`src/rtl/apbdma_pkg.sv`:
```
// apbdma_pkg: shared types and helpers for the APB DMA backend.
//   state_t      - APB initiator FSM states
//   BeatCntWidth - width of the remaining-beat counter (255 bytes at NB=1 -> 255 beats)
//   strobe_en()  - per-lane write strobe enable for the last (possibly partial) beat
package apbdma_pkg;

  typedef enum logic [2:0] {
    IDLE   = 3'd0,
    WAIT_W = 3'd1,
    SETUP  = 3'd2,
    ACCESS = 3'd3,
    WAIT_R = 3'd4
  } state_t;

  localparam int BeatCntWidth = 9;

  // A lane is enabled on every beat except the tail of a partial last beat,
  // where only the lanes below last_bytes carry data.
  function automatic logic strobe_en(input int unsigned lane,
                                     input logic [7:0] last_bytes,
                                     input logic last_beat);
    logic en;
    if (last_beat && (last_bytes != 8'd0)) begin
      en = (lane < {24'd0, last_bytes});
    end else begin
      en = 1'b1;
    end
    return en;
  endfunction

endpackage

```
`src/rtl/apbdma_timeout_cnt.sv`:
```
// apbdma_timeout_cnt: pready watchdog for the APB DMA initiator.
// Only instantiated when APBDMA_TIMEOUT_EN is defined.
// Ports:
//   clk_i, rst_i - clock, asynchronous active-high reset
//   clear_i      - restart the count (driven while the FSM is in SETUP)
//   run_i        - count this cycle (driven while the FSM is in ACCESS)
//   expired_o    - high in the TimeoutCycles-th consecutive ACCESS cycle
module apbdma_timeout_cnt #(
  parameter int TimeoutCycles = 1024
) (
  input  logic clk_i,
  input  logic rst_i,
  input  logic clear_i,
  input  logic run_i,
  output logic expired_o
);

  localparam int CntWidth = $clog2(TimeoutCycles + 1);

  logic [CntWidth-1:0] cnt_r;

  // ACCESS cycle counter; saturates so a stuck FSM cannot wrap it back to zero
  always_ff @(posedge clk_i or posedge rst_i) begin
    if (rst_i) begin
      cnt_r <= '0;
    end else if (clear_i) begin
      cnt_r <= '0;
    end else if (run_i && (cnt_r != CntWidth'(TimeoutCycles))) begin
      cnt_r <= cnt_r + CntWidth'(1);
    end else begin
      cnt_r <= cnt_r;
    end
  end

  // cnt_r holds the number of ACCESS cycles already elapsed, so this fires in the last allowed one
  assign expired_o = run_i && (cnt_r == CntWidth'(TimeoutCycles - 1));

endmodule

```
`src/rtl/apbdma_apb_master.sv`:
```
// apbdma_apb_master: APB4 initiator backend of the APB DMA.
// Accepts a start command (address, byte count, direction) and either drains
// W FIFO beats into APB writes or performs APB reads and pushes the words
// into the R FIFO. Every beat takes at least 3 cycles.
// Optional feature: define APBDMA_TIMEOUT_EN to abort an ACCESS phase that
// sees no pready_i within TimeoutCycles cycles (sets err_o).
// Ports:
//   clk_i, rst_i                          - clock, asynchronous active-high reset
//   start_i, start_addr_i, num_bytes_i, rw_i - command from config registers
//   busy_o, err_o                         - status (err_o sticky until next start)
//   w_data_i, w_strb_i, w_valid_i, w_ready_o - W FIFO pop side
//   r_data_o, r_valid_o, r_ready_i        - R FIFO push side
//   paddr_o .. pstrb_o / pready_i .. pslverr_i - APB4 master port
module apbdma_apb_master
  import apbdma_pkg::*;
#(
  parameter int AddrWidth     = 32,
  parameter int DataWidth     = 32,
  parameter int TimeoutCycles = 1024
) (
  input  logic                   clk_i,
  input  logic                   rst_i,
  input  logic                   start_i,
  input  logic [AddrWidth-1:0]   start_addr_i,
  input  logic [7:0]             num_bytes_i,
  input  logic                   rw_i,
  output logic                   busy_o,
  output logic                   err_o,
  input  logic [DataWidth-1:0]   w_data_i,
  input  logic [DataWidth/8-1:0] w_strb_i,
  input  logic                   w_valid_i,
  output logic                   w_ready_o,
  output logic [DataWidth-1:0]   r_data_o,
  output logic                   r_valid_o,
  input  logic                   r_ready_i,
  output logic [AddrWidth-1:0]   paddr_o,
  output logic [2:0]             pprot_o,
  output logic                   psel_o,
  output logic                   penable_o,
  output logic                   pwrite_o,
  output logic [DataWidth-1:0]   pwdata_o,
  output logic [DataWidth/8-1:0] pstrb_o,
  input  logic                   pready_i,
  input  logic [DataWidth-1:0]   prdata_i,
  input  logic                   pslverr_i
);

  localparam int NB    = DataWidth / 8;
  localparam int LogNb = $clog2(NB);
  localparam logic [AddrWidth-1:0] AddrMask = AddrWidth'(NB - 1);

  state_t                  state_r, state_next_s;
  logic [AddrWidth-1:0]    addr_r;
  logic [BeatCntWidth-1:0] beats_r;
  logic [7:0]              last_bytes_r;
  logic                    rw_r, err_r;
  logic                    busy_r, psel_r, penable_r, pwrite_r, w_ready_r, r_valid_r;
  logic [DataWidth-1:0]    wdata_r, rdata_r;
  logic [NB-1:0]           pstrb_r, mask_s;
  logic                    accept_s, pop_s, beat_done_s, err_set_s, capture_s;
  logic                    last_beat_s, rw_next_s, timeout_s;
  logic [BeatCntWidth-1:0] beats_init_s;

  assign last_beat_s  = (beats_r == BeatCntWidth'(1));
  assign rw_next_s    = accept_s ? rw_i : rw_r;
  // ceil(num_bytes / NB); the 9-bit sum cannot overflow for NB <= 128
  assign beats_init_s = ({1'b0, num_bytes_i} + BeatCntWidth'(NB - 1)) >> LogNb;

`ifdef APBDMA_TIMEOUT_EN
  apbdma_timeout_cnt #(
    .TimeoutCycles(TimeoutCycles)
  ) u_timeout_cnt (
    .clk_i     (clk_i),
    .rst_i     (rst_i),
    .clear_i   (state_r == SETUP),
    .run_i     (state_r == ACCESS),
    .expired_o (timeout_s)
  );
`else
  // No watchdog: ACCESS waits for pready_i indefinitely
  assign timeout_s = (TimeoutCycles < 0);
`endif

  // Strobe mask for the beat being popped from the W FIFO
  always_comb begin
    mask_s = '0;
    for (int i = 0; i < NB; i++) begin
      mask_s[i] = strobe_en(i, last_bytes_r, last_beat_s);
    end
  end

  // Next-state decode and per-cycle datapath strobes
  always_comb begin
    state_next_s = state_r;
    accept_s     = 1'b0;
    pop_s        = 1'b0;
    beat_done_s  = 1'b0;
    err_set_s    = 1'b0;
    capture_s    = 1'b0;
    case (state_r)
      IDLE: begin
        if (start_i && (num_bytes_i != 8'd0)) begin
          accept_s     = 1'b1;
          state_next_s = rw_i ? WAIT_W : SETUP;
        end else begin
          state_next_s = IDLE;
        end
      end
      WAIT_W: begin
        if (w_valid_i) begin
          pop_s        = 1'b1;
          state_next_s = SETUP;
        end else begin
          state_next_s = WAIT_W;
        end
      end
      SETUP: begin
        state_next_s = ACCESS;
      end
      ACCESS: begin
        // pready_i in the final watchdog cycle still completes the beat
        if (pready_i) begin
          if (pslverr_i) begin
            err_set_s    = 1'b1;
            state_next_s = IDLE;
          end else if (rw_r) begin
            beat_done_s  = 1'b1;
            state_next_s = last_beat_s ? IDLE : WAIT_W;
          end else begin
            capture_s    = 1'b1;
            state_next_s = WAIT_R;
          end
        end else if (timeout_s) begin
          err_set_s    = 1'b1;
          state_next_s = IDLE;
        end else begin
          state_next_s = ACCESS;
        end
      end
      WAIT_R: begin
        if (r_ready_i) begin
          beat_done_s  = 1'b1;
          state_next_s = last_beat_s ? IDLE : SETUP;
        end else begin
          state_next_s = WAIT_R;
        end
      end
      default: begin
        state_next_s = IDLE;
      end
    endcase
  end

  // State register and control outputs, registered from the next state
  always_ff @(posedge clk_i or posedge rst_i) begin
    if (rst_i) begin
      state_r   <= IDLE;
      busy_r    <= 1'b0;
      psel_r    <= 1'b0;
      penable_r <= 1'b0;
      pwrite_r  <= 1'b0;
      w_ready_r <= 1'b0;
      r_valid_r <= 1'b0;
    end else begin
      state_r   <= state_next_s;
      busy_r    <= (state_next_s != IDLE);
      psel_r    <= (state_next_s == SETUP) || (state_next_s == ACCESS);
      penable_r <= (state_next_s == ACCESS);
      pwrite_r  <= rw_next_s && ((state_next_s == SETUP) || (state_next_s == ACCESS));
      w_ready_r <= (state_next_s == WAIT_W);
      r_valid_r <= (state_next_s == WAIT_R);
    end
  end

  // Transfer context, beat data and sticky error
  always_ff @(posedge clk_i or posedge rst_i) begin
    if (rst_i) begin
      addr_r       <= '0;
      beats_r      <= '0;
      last_bytes_r <= 8'd0;
      rw_r         <= 1'b0;
      err_r        <= 1'b0;
      wdata_r      <= '0;
      rdata_r      <= '0;
      pstrb_r      <= '0;
    end else begin
      if (accept_s) begin
        addr_r       <= start_addr_i & ~AddrMask;
        beats_r      <= beats_init_s;
        last_bytes_r <= num_bytes_i & 8'(NB - 1);
        rw_r         <= rw_i;
        pstrb_r      <= '0;
      end else if (beat_done_s) begin
        addr_r  <= addr_r + AddrWidth'(NB);
        beats_r <= beats_r - BeatCntWidth'(1);
      end else if (pop_s) begin
        wdata_r <= w_data_i;
        pstrb_r <= w_strb_i & mask_s;
      end
      if (capture_s) begin
        rdata_r <= prdata_i;
      end
      if (accept_s) begin
        err_r <= 1'b0;
      end else if (err_set_s) begin
        err_r <= 1'b1;
      end
    end
  end

  assign busy_o    = busy_r;
  assign err_o     = err_r;
  assign w_ready_o = w_ready_r;
  assign r_data_o  = rdata_r;
  assign r_valid_o = r_valid_r;
  assign paddr_o   = addr_r;
  assign pprot_o   = 3'b000;
  assign psel_o    = psel_r;
  assign penable_o = penable_r;
  assign pwrite_o  = pwrite_r;
  assign pwdata_o  = wdata_r;
  assign pstrb_o   = pstrb_r;

endmodule

```
`config.mk`:
```
export PLATFORM = sky130hd
export DESIGN_NAME = apbdma_apb_master
export DESIGN_NICKNAME = d
export VERILOG_FILES = /design/src/rtl/apbdma_pkg.sv /design/src/rtl/apbdma_timeout_cnt.sv /design/src/rtl/apbdma_apb_master.sv
export SDC_FILE = /design/constraint.sdc
export NUM_CORES = 1
export LEC_CHECK = 0
export BUFFER_PORTS_ARGS = -buffer_cell sky130_fd_sc_hd__buf_2
export CORE_ASPECT_RATIO = 0.8
export CORE_MARGIN = 2
export CORE_UTILIZATION = 25
export DETAILED_ROUTE_END_ITERATION = 10
export PLACE_DENSITY = 0.57
export SYNTH_ARGS = -nofsm -noshare
export SYNTH_HDL_FRONTEND = slang
export SYNTH_HIERARCHICAL = 1
export SYNTH_SLANG_ARGS = --single-unit
```
`constraint.sdc`:
```
create_clock -name clk_i -period 6.62 [get_ports clk_i]
set_input_delay 0.993 -clock clk_i [delete_from_list [all_inputs] [get_ports clk_i]]
set_output_delay 0.993 -clock clk_i [all_outputs]
set_load 0.01 [all_outputs]
```
==> parameters.txt, run 1 <==
Parameter                              Value

Hold path
  Path type of the worst min-delay path    reg2reg
  WHS Endpoint    err_o
  Worst hold stages    2
  Min-Delay Startpoint    err_o

Placed design
  Final HPWL DP    10900 um
  Final weighted congestion in routability-driven placement    0.740
  Placed Cells    989
  Pre-CTS WS    3400 ps
  Total of buffers placed on input and output ports    218

Timing
  Clock Skews    10.1 ps
  Worst max-slew margin expressed relative to the limit    39.8%
  Max-slew violation count    0
  Slew at the pin closest to its max-slew limit    903 ps
  RSZ-0062 raised after global routing    false
  Setup-failing EPs final    0
  Setup TNS after final layout    0 ps
  Post-route clock period utilization    41.7%
  Endpoints failing hold    0
  Minimum clock period    2760 ps
  Max Clk Rate    0.362 GHz
  Fin worst setup slack    3860 ps

Global route
  Overflow after GRT    0
  GRT Total Usage    13.1%
  Largest net degree at the start of global routing    70
  Via count of the first global-routing pass    4331
  First-pass GRT wire length    23600 um
  Initial antenna violation count    0

Routing
  Via count    4626
  Drt wl/cell    15.2 um
  Count of routing violations after the opening detailed-route iteration    232
  Via density per instance    4.53
  Drc violations    0
  Max Used Layer    met4
  Length of the first detailed-routing pass in iterations    6
  Length of routed wiring on met1    7240 um
  Detailed route wirelength on metal3    846 um
  Routed wire length on met2    7270 um
  Number of nets with antenna violations after routing    0
  Post-detailed-routing wire length    15500 um

Synthesis
  Post-Syn Instances    490
  Proportion of netlist area held by the largest area contributor    53.8%
  Post-synthesis instance area    5580 sq um
  Leading cell types by total area after synthesis    dfrtp_1, mux2_2, nand2_1
  Post-synth EDFFs    0
  Library cells used by synthesis    64
  Ys Warns    6
  Register bit count reported by yosys    120
  Mean area per synthesized cell    11.4 sq um
  Proportion of synthesized chip area in sequential cells    53.8%
  Share of synthesized registers carrying an async set or reset    100%
  Commonest cells in the synthesized netlist    dfrtp_1, mux2_2, nand2_1
  Cell taking the most area after synthesis    dfrtp_1
  Top-count cell post-synth    dfrtp_1
  Primary FF master, synth    dfrtp_1

Critical path
  Register-to-Register Setup Slack    4050 ps
  Critical register-to-register path endpoint    paddr_o[5]
  Crit path capture type    register
  Kind of start point of the critical path    primary input
  Reg2reg start    state_r[1]
  Setup CP Type    in2reg
  CP max FO    29
  Arrival time at the worst endpoint    3080 ps
  Worst reg-to-reg path cell count    6
  Biggest cell delay along the critical path    590 ps
  Data required time at the worst endpoint    6940 ps
  Cells traversed along the worst timing path    buf_2 > or4_1 > o41ai_2 > buf_4 > nand2_1 > o211a_1 > o21ai_0
  Highest-delay cell along the critical path    or4_1

Pwr
  Overall power of the completed layout    0.00347 W
  Total power per unit cell area    459 nW/um^2
  VDD IR-drop max    166 uV
  LEAKAGE    3.48 nW

Layout
  Fillcell total    2256
  Fraction of layout instances using a drive strength above 1    46.5%
  Area grow syn2layout    35.3%
  Antenna diode instance count    0
  Net count reported at finish    827
  Non-filler instance count after layout    1021

Clock tree
  Worst-case clock buffer depth    2
  Clock-pin slew on the worst setup and hold paths    60 ps
  Master cell of the clock root buffer    clkbuf_16
  Max H-tree Level    4
  TritonCTS Buffers    17
  Post-cts repair resize count    0
  Total of hold buffers inserted after clock tree synthesis    0
  Post-CTS setup buffer count    0
  Clock latency of the later-clocked register in the worst-skew pair    410 ps
  Clock tree from TritonCTS    done
  CTS sink cnt    120

Floorplan
  DIE AREA    23500 sq um
  Core area    21700 sq um
  # IOs    226
  Placement row count    48
  Effective utilization at floorplan    25.7%
  Die Ht    138 um
  Chip Width    171 um

Job
  Max Cap Viol    0

Run status
  Status    finished, final reports clean
-- stage by stage --
| stage | utilization [%] | cell area, sq um | hold WS [ps] |
|---|---|---|---|
| after floorplan | - | 5590 | 480 |
| after global placement | 32.1 | 6980 | 477 |
| after detailed placement | 32.1 | 6980 | 487 |
| after CTS | 34.7 | 7540 | 501 |
| after global routing | 34.7 | 7540 | 508 |
| final | 34.7 | 7540 | 495 |
-- critical path, delay by kind of cell --
| kind | cells | cell delay [ps] |
|---|---|---|
| AND/OR/NAND/NOR | 2 | 940 |
| AO/OA/AOI/OAI | 3 | 620 |
| buffers and inverters | 2 | 530 |
-- how the worst max path moves through the flow --
stage	startpoint	to	cells after the start
2_1_floorplan	rst_i	beats_r[0]	1
3_3_place_gp	num_bytes_i[4]	paddr_o[5]	7
3_5_place_dp	num_bytes_i[4]	paddr_o[4]	7
4_1_cts	num_bytes_i[4]	paddr_o[4]	7
5_1_grt	num_bytes_i[4]	paddr_o[4]	7
6_report	num_bytes_i[4]	paddr_o[4]	7
-- flip-flops by register name, summed over array words and instances, names as in the netlist, 2 cells and up --
signal,cells
pwdata_o,32
r_data_o,32
paddr_o,30
beats_r,9
pstrb_o,4
state_r,3
last_bytes_r,2
-- cell type report --
type / instances / area, sq um / area share [%]
inverters: 6 / 25.0 / 0.332
multi-input cells: 339 / 2440 / 32.4
well taps: 300 / 375 / 4.98
repair buffers: 224 / 1140 / 15.1
clock buffers: 18 / 439 / 5.82
flip-flops and latches: 120 / 3000 / 39.8
clock inverters: 14 / 124 / 1.64
-- kinds of logic after synthesis --
| logic type | count (synthesis) | share of synthesized area [%] |
|---|---|---|
| simple gates | 161 | 15.6 |
| flops | 120 | 53.8 |
| compound gates | 80 | 9.74 |
| mux | 65 | 13.1 |
| buf+inv | 35 | 3.05 |
| xor+xnor | 25 | 3.93 |
| fa+ha+maj | 3 | 0.673 |
| other cells | 1 | 0.0672 |
-- where the power goes --
part,internal [W],switching (W),total [W]
Sequential,0.00108,0.000260,0.00134
Clock,0.000504,0.000380,0.000884
Combinational,0.000598,0.000641,0.00124
Total,0.00219,0.00128,0.00347
-- cell usage in the layout, fill, tap and decap left out, drive strengths merged, types with 3 or more instances in the layout --
cell type and instances:
nand3 17, clkinv 3, nand2b 3, conb 5
ha 3, a221o 6, inv 16, a21o 3
a21oi 15, mux2 64, nor3 7, o21ai 26
o211ai 4, xnor2 18, nor3b 3, nand4 9
or4 3, nor2 29, buf 224, dfrtp 120
nand2 56, or3 3, nor4 10, o311ai 5
clkbuf 18, xor2 7, and4 6, and3 3
-- layer usage --
layer,vias up,track usage (%)
met2,126,20.7
met5,-,0
met3,9,3.45
met4,0,3.44
met1,2283,17.7
li1,2208,-
No activity file was read; power rests on OpenSTA's default activity.
==> run 2, diff against run 1 <==
--- a/config.mk
+++ b/config.mk
@@ -10,7 +10,7 @@
 export CORE_MARGIN = 2
 export CORE_UTILIZATION = 25
 export DETAILED_ROUTE_END_ITERATION = 10
-export PLACE_DENSITY = 0.57
+export PLACE_DENSITY = 0.59
 export SYNTH_ARGS = -nofsm -noshare
 export SYNTH_HDL_FRONTEND = slang
 export SYNTH_HIERARCHICAL = 1
==> constraint.sdc (replaced) <==
create_clock -name clk_i -period 2.23 [get_ports clk_i]
set_input_delay 0.3345 -clock clk_i [delete_from_list [all_inputs] [get_ports clk_i]]
set_output_delay 0.3345 -clock clk_i [all_outputs]
set_load 0.01 [all_outputs]
==> parameters.txt, run 2 (synthesis results as in run 1) <==
Parameter                              Value

Run status
  Status    finished, final reports clean (unchanged)

Routing
  Number of nets with antenna violations after routing    0 (unchanged)
  Drt wl/cell    15.0 um (was 15.2 um)
  Via density per instance    4.45 (was 4.53)
  Length of the first detailed-routing pass in iterations    4 (was 6)
  Via count    4691 (was 4626)
  Drc violations    0 (unchanged)
  Post-detailed-routing wire length    15800 um (was 15500 um)
  Count of routing violations after the opening detailed-route iteration    244 (was 232)

Timing
  Max Clk Rate    0.474 GHz
  Fin worst setup slack    120 ps (was 3860 ps)
  Slew at the pin closest to its max-slew limit    619 ps (was 903 ps)
  Max-slew violation count    0 (unchanged)
  Endpoints failing hold    0 (unchanged)
  Worst max-slew margin expressed relative to the limit    58.8% (was 39.8%)
  Setup-failing EPs final    0 (unchanged)
  Post-route clock period utilization    94.6%
  RSZ-0062 raised after global routing    false (unchanged)
  Clock Skews    12.8 ps (was 10.1 ps)
  Minimum clock period    2110 ps

Critical path
  Crit path capture type    register (unchanged)
  Data required time at the worst endpoint    2580 ps (was 6940 ps)
  Setup CP Type    reg2reg (was in2reg)
  Critical register-to-register path endpoint    paddr_o[30] (was paddr_o[5])
  Arrival time at the worst endpoint    2460 ps (was 3080 ps)
  Kind of start point of the critical path    register (was primary input)
  CP max FO    10 (was 29)
  Register-to-Register Setup Slack    120 ps (was 4050 ps)
  Reg2reg start    state_r[1] (unchanged)
  Worst reg-to-reg path cell count    6 (unchanged)

Layout
  Area grow syn2layout    40.5% (was 35.3%)
  Net count reported at finish    858 (was 827)
  Register cell area after layout    3000 sq um (unchanged)
  Leading cell types in the layout, fill and taps excluded    buf_2, dfrtp_1, mux2_2, nand2_1, buf_4 (was buf_2, dfrtp_1, mux2_2, nand2_1, nor2_1)
  Fillcell total    2225 (was 2256)
  Area occupied by multi-input gates    2440 sq um (unchanged)
  Non-filler instance count after layout    1055 (was 1021)
  Commonest non-fill, non-tap cell in the layout    buf_2 (unchanged)
  Final design utilization    36.0% (was 34.7%)
  Fraction of layout instances using a drive strength above 1    48.7% (was 46.5%)

Floorplan
  Chip Width    171 um (unchanged)
  Die Ht    138 um (unchanged)
  Core area    21700 sq um (unchanged)
  DIE AREA    23500 sq um (unchanged)
  Placement row count    48 (unchanged)
  # IOs    226 (unchanged)
  Effective utilization at floorplan    25.7% (unchanged)

Placed design
  Final HPWL DP    11700 um (was 10900 um)
  Placed Cells    1020 (was 989)
  Total of buffers placed on input and output ports    218 (unchanged)
  Final weighted congestion in routability-driven placement    0.793 (was 0.740)
  Pre-CTS WS    -23.1 ps (was 3400 ps)

Job
  Max Cap Viol    0 (unchanged)

Clock tree
  Clock latency of the later-clocked register in the worst-skew pair    410 ps (about the same)
  TritonCTS Buffers    17 (unchanged)
  Clock tree from TritonCTS    done (unchanged)
  Post-CTS setup buffer count    0 (unchanged)
  Clock-pin slew on the worst setup and hold paths    70 ps (was 60 ps)
  Worst-case clock buffer depth    2 (unchanged)
  Master cell of the clock root buffer    clkbuf_16 (unchanged)
  Total of hold buffers inserted after clock tree synthesis    0 (unchanged)
  CTS sink cnt    120 (unchanged)
  Post-cts repair resize count    0 (unchanged)
  Max H-tree Level    4 (unchanged)

Pwr
  Total power per unit cell area    1340 nW/um^2 (was 459 nW/um^2)
  VDD IR-drop max    365 uV (was 166 uV)
  LEAKAGE    3.64 nW (was 3.48 nW)

Global route
  Via count of the first global-routing pass    4678 (was 4331)
  Largest net degree at the start of global routing    74 (was 70)
  GRT Total Usage    13.7% (was 13.1%)
  First-pass GRT wire length    24800 um (was 23600 um)
  Overflow after GRT    0 (unchanged)
  Initial antenna violation count    3 (was 0)

Hold path
  Path type of the worst min-delay path    in2async (was reg2reg)
## run 2: changes by cell type in the layout (fill, tap and decap cells not counted)
cell        change
clkinv_2        +2
diode_2         +3
clkinvlp_4      +5
buf_12          +3
inv_4           -1
inv_8           -1
buf_4          +28
inv_6           -6
bufinv_16       +1
clkbuf_8        +1
clkinv_4        -1
## run 2: per-stage QoR
step	cell area (sq um)	hold slack (ps)	TNS (ps)	power, W
finish	7840	34.3	0	0.0105
global route	7830	67.8	0	0.0113
CTS	7830	54.1	0	0.0107
detailed placement	7250	484	-41.8	0.00797
global placement	7250	475	-26.0	0.00789
floorplan	5600	440	0	0.00616
## run 2: how the worst max path moves through the flow
stage	startpoint	to	slack [ps]	depth (start not counted)
final	state_r[1]	paddr_o[30]	120	6
after global routing	state_r[1]	paddr_o[30]	30	6
after CTS	state_r[1]	paddr_o[30]	120	6
after detailed placement	num_bytes_i[4]	paddr_o[21]	-20	7
after global placement	num_bytes_i[4]	paddr_o[4]	-20	7
after floorplan	paddr_o[2]	paddr_o[30]	260	5
## run 2: worst max-delay path, cell delays in order, from the launching register on
cell	delay [ps]
dfrtp_1	440
and4bb_1	370
a21oi_2	70
buf_12	150
or3_4	420
or4_1	520
nand3_1	100
## run 2: final cells by class
class	instances	area share (%)
clock inverters	13	1.55
well taps	300	4.79
repair buffers	255	17.9
flip-flops and latches	120	38.3
clock buffers	19	5.78
multi-input cells	339	31.2
inverters	6	0.335
diodes	3	0.0958
## run 2: layer usage
metal | vias to the layer above | share of wire (%) | GRT usage, %
li1 | 2277 | - | -
met1 | 2281 | 47 | 18.5
met2 | 126 | 47 | 21.8
met3 | 7 | 5.3 | 3.42
met4 | 0 | 1.0 | 4.00
met5 | - | 0 | 0
## run 2: power by group
part | internal [W] | leakage [nW] | switching [W]
logic | 0.00193 | 1.91 | 0.00198
registers | 0.00322 | 1.46 | 0.000744
clock network | 0.00160 | 0.268 | 0.00106
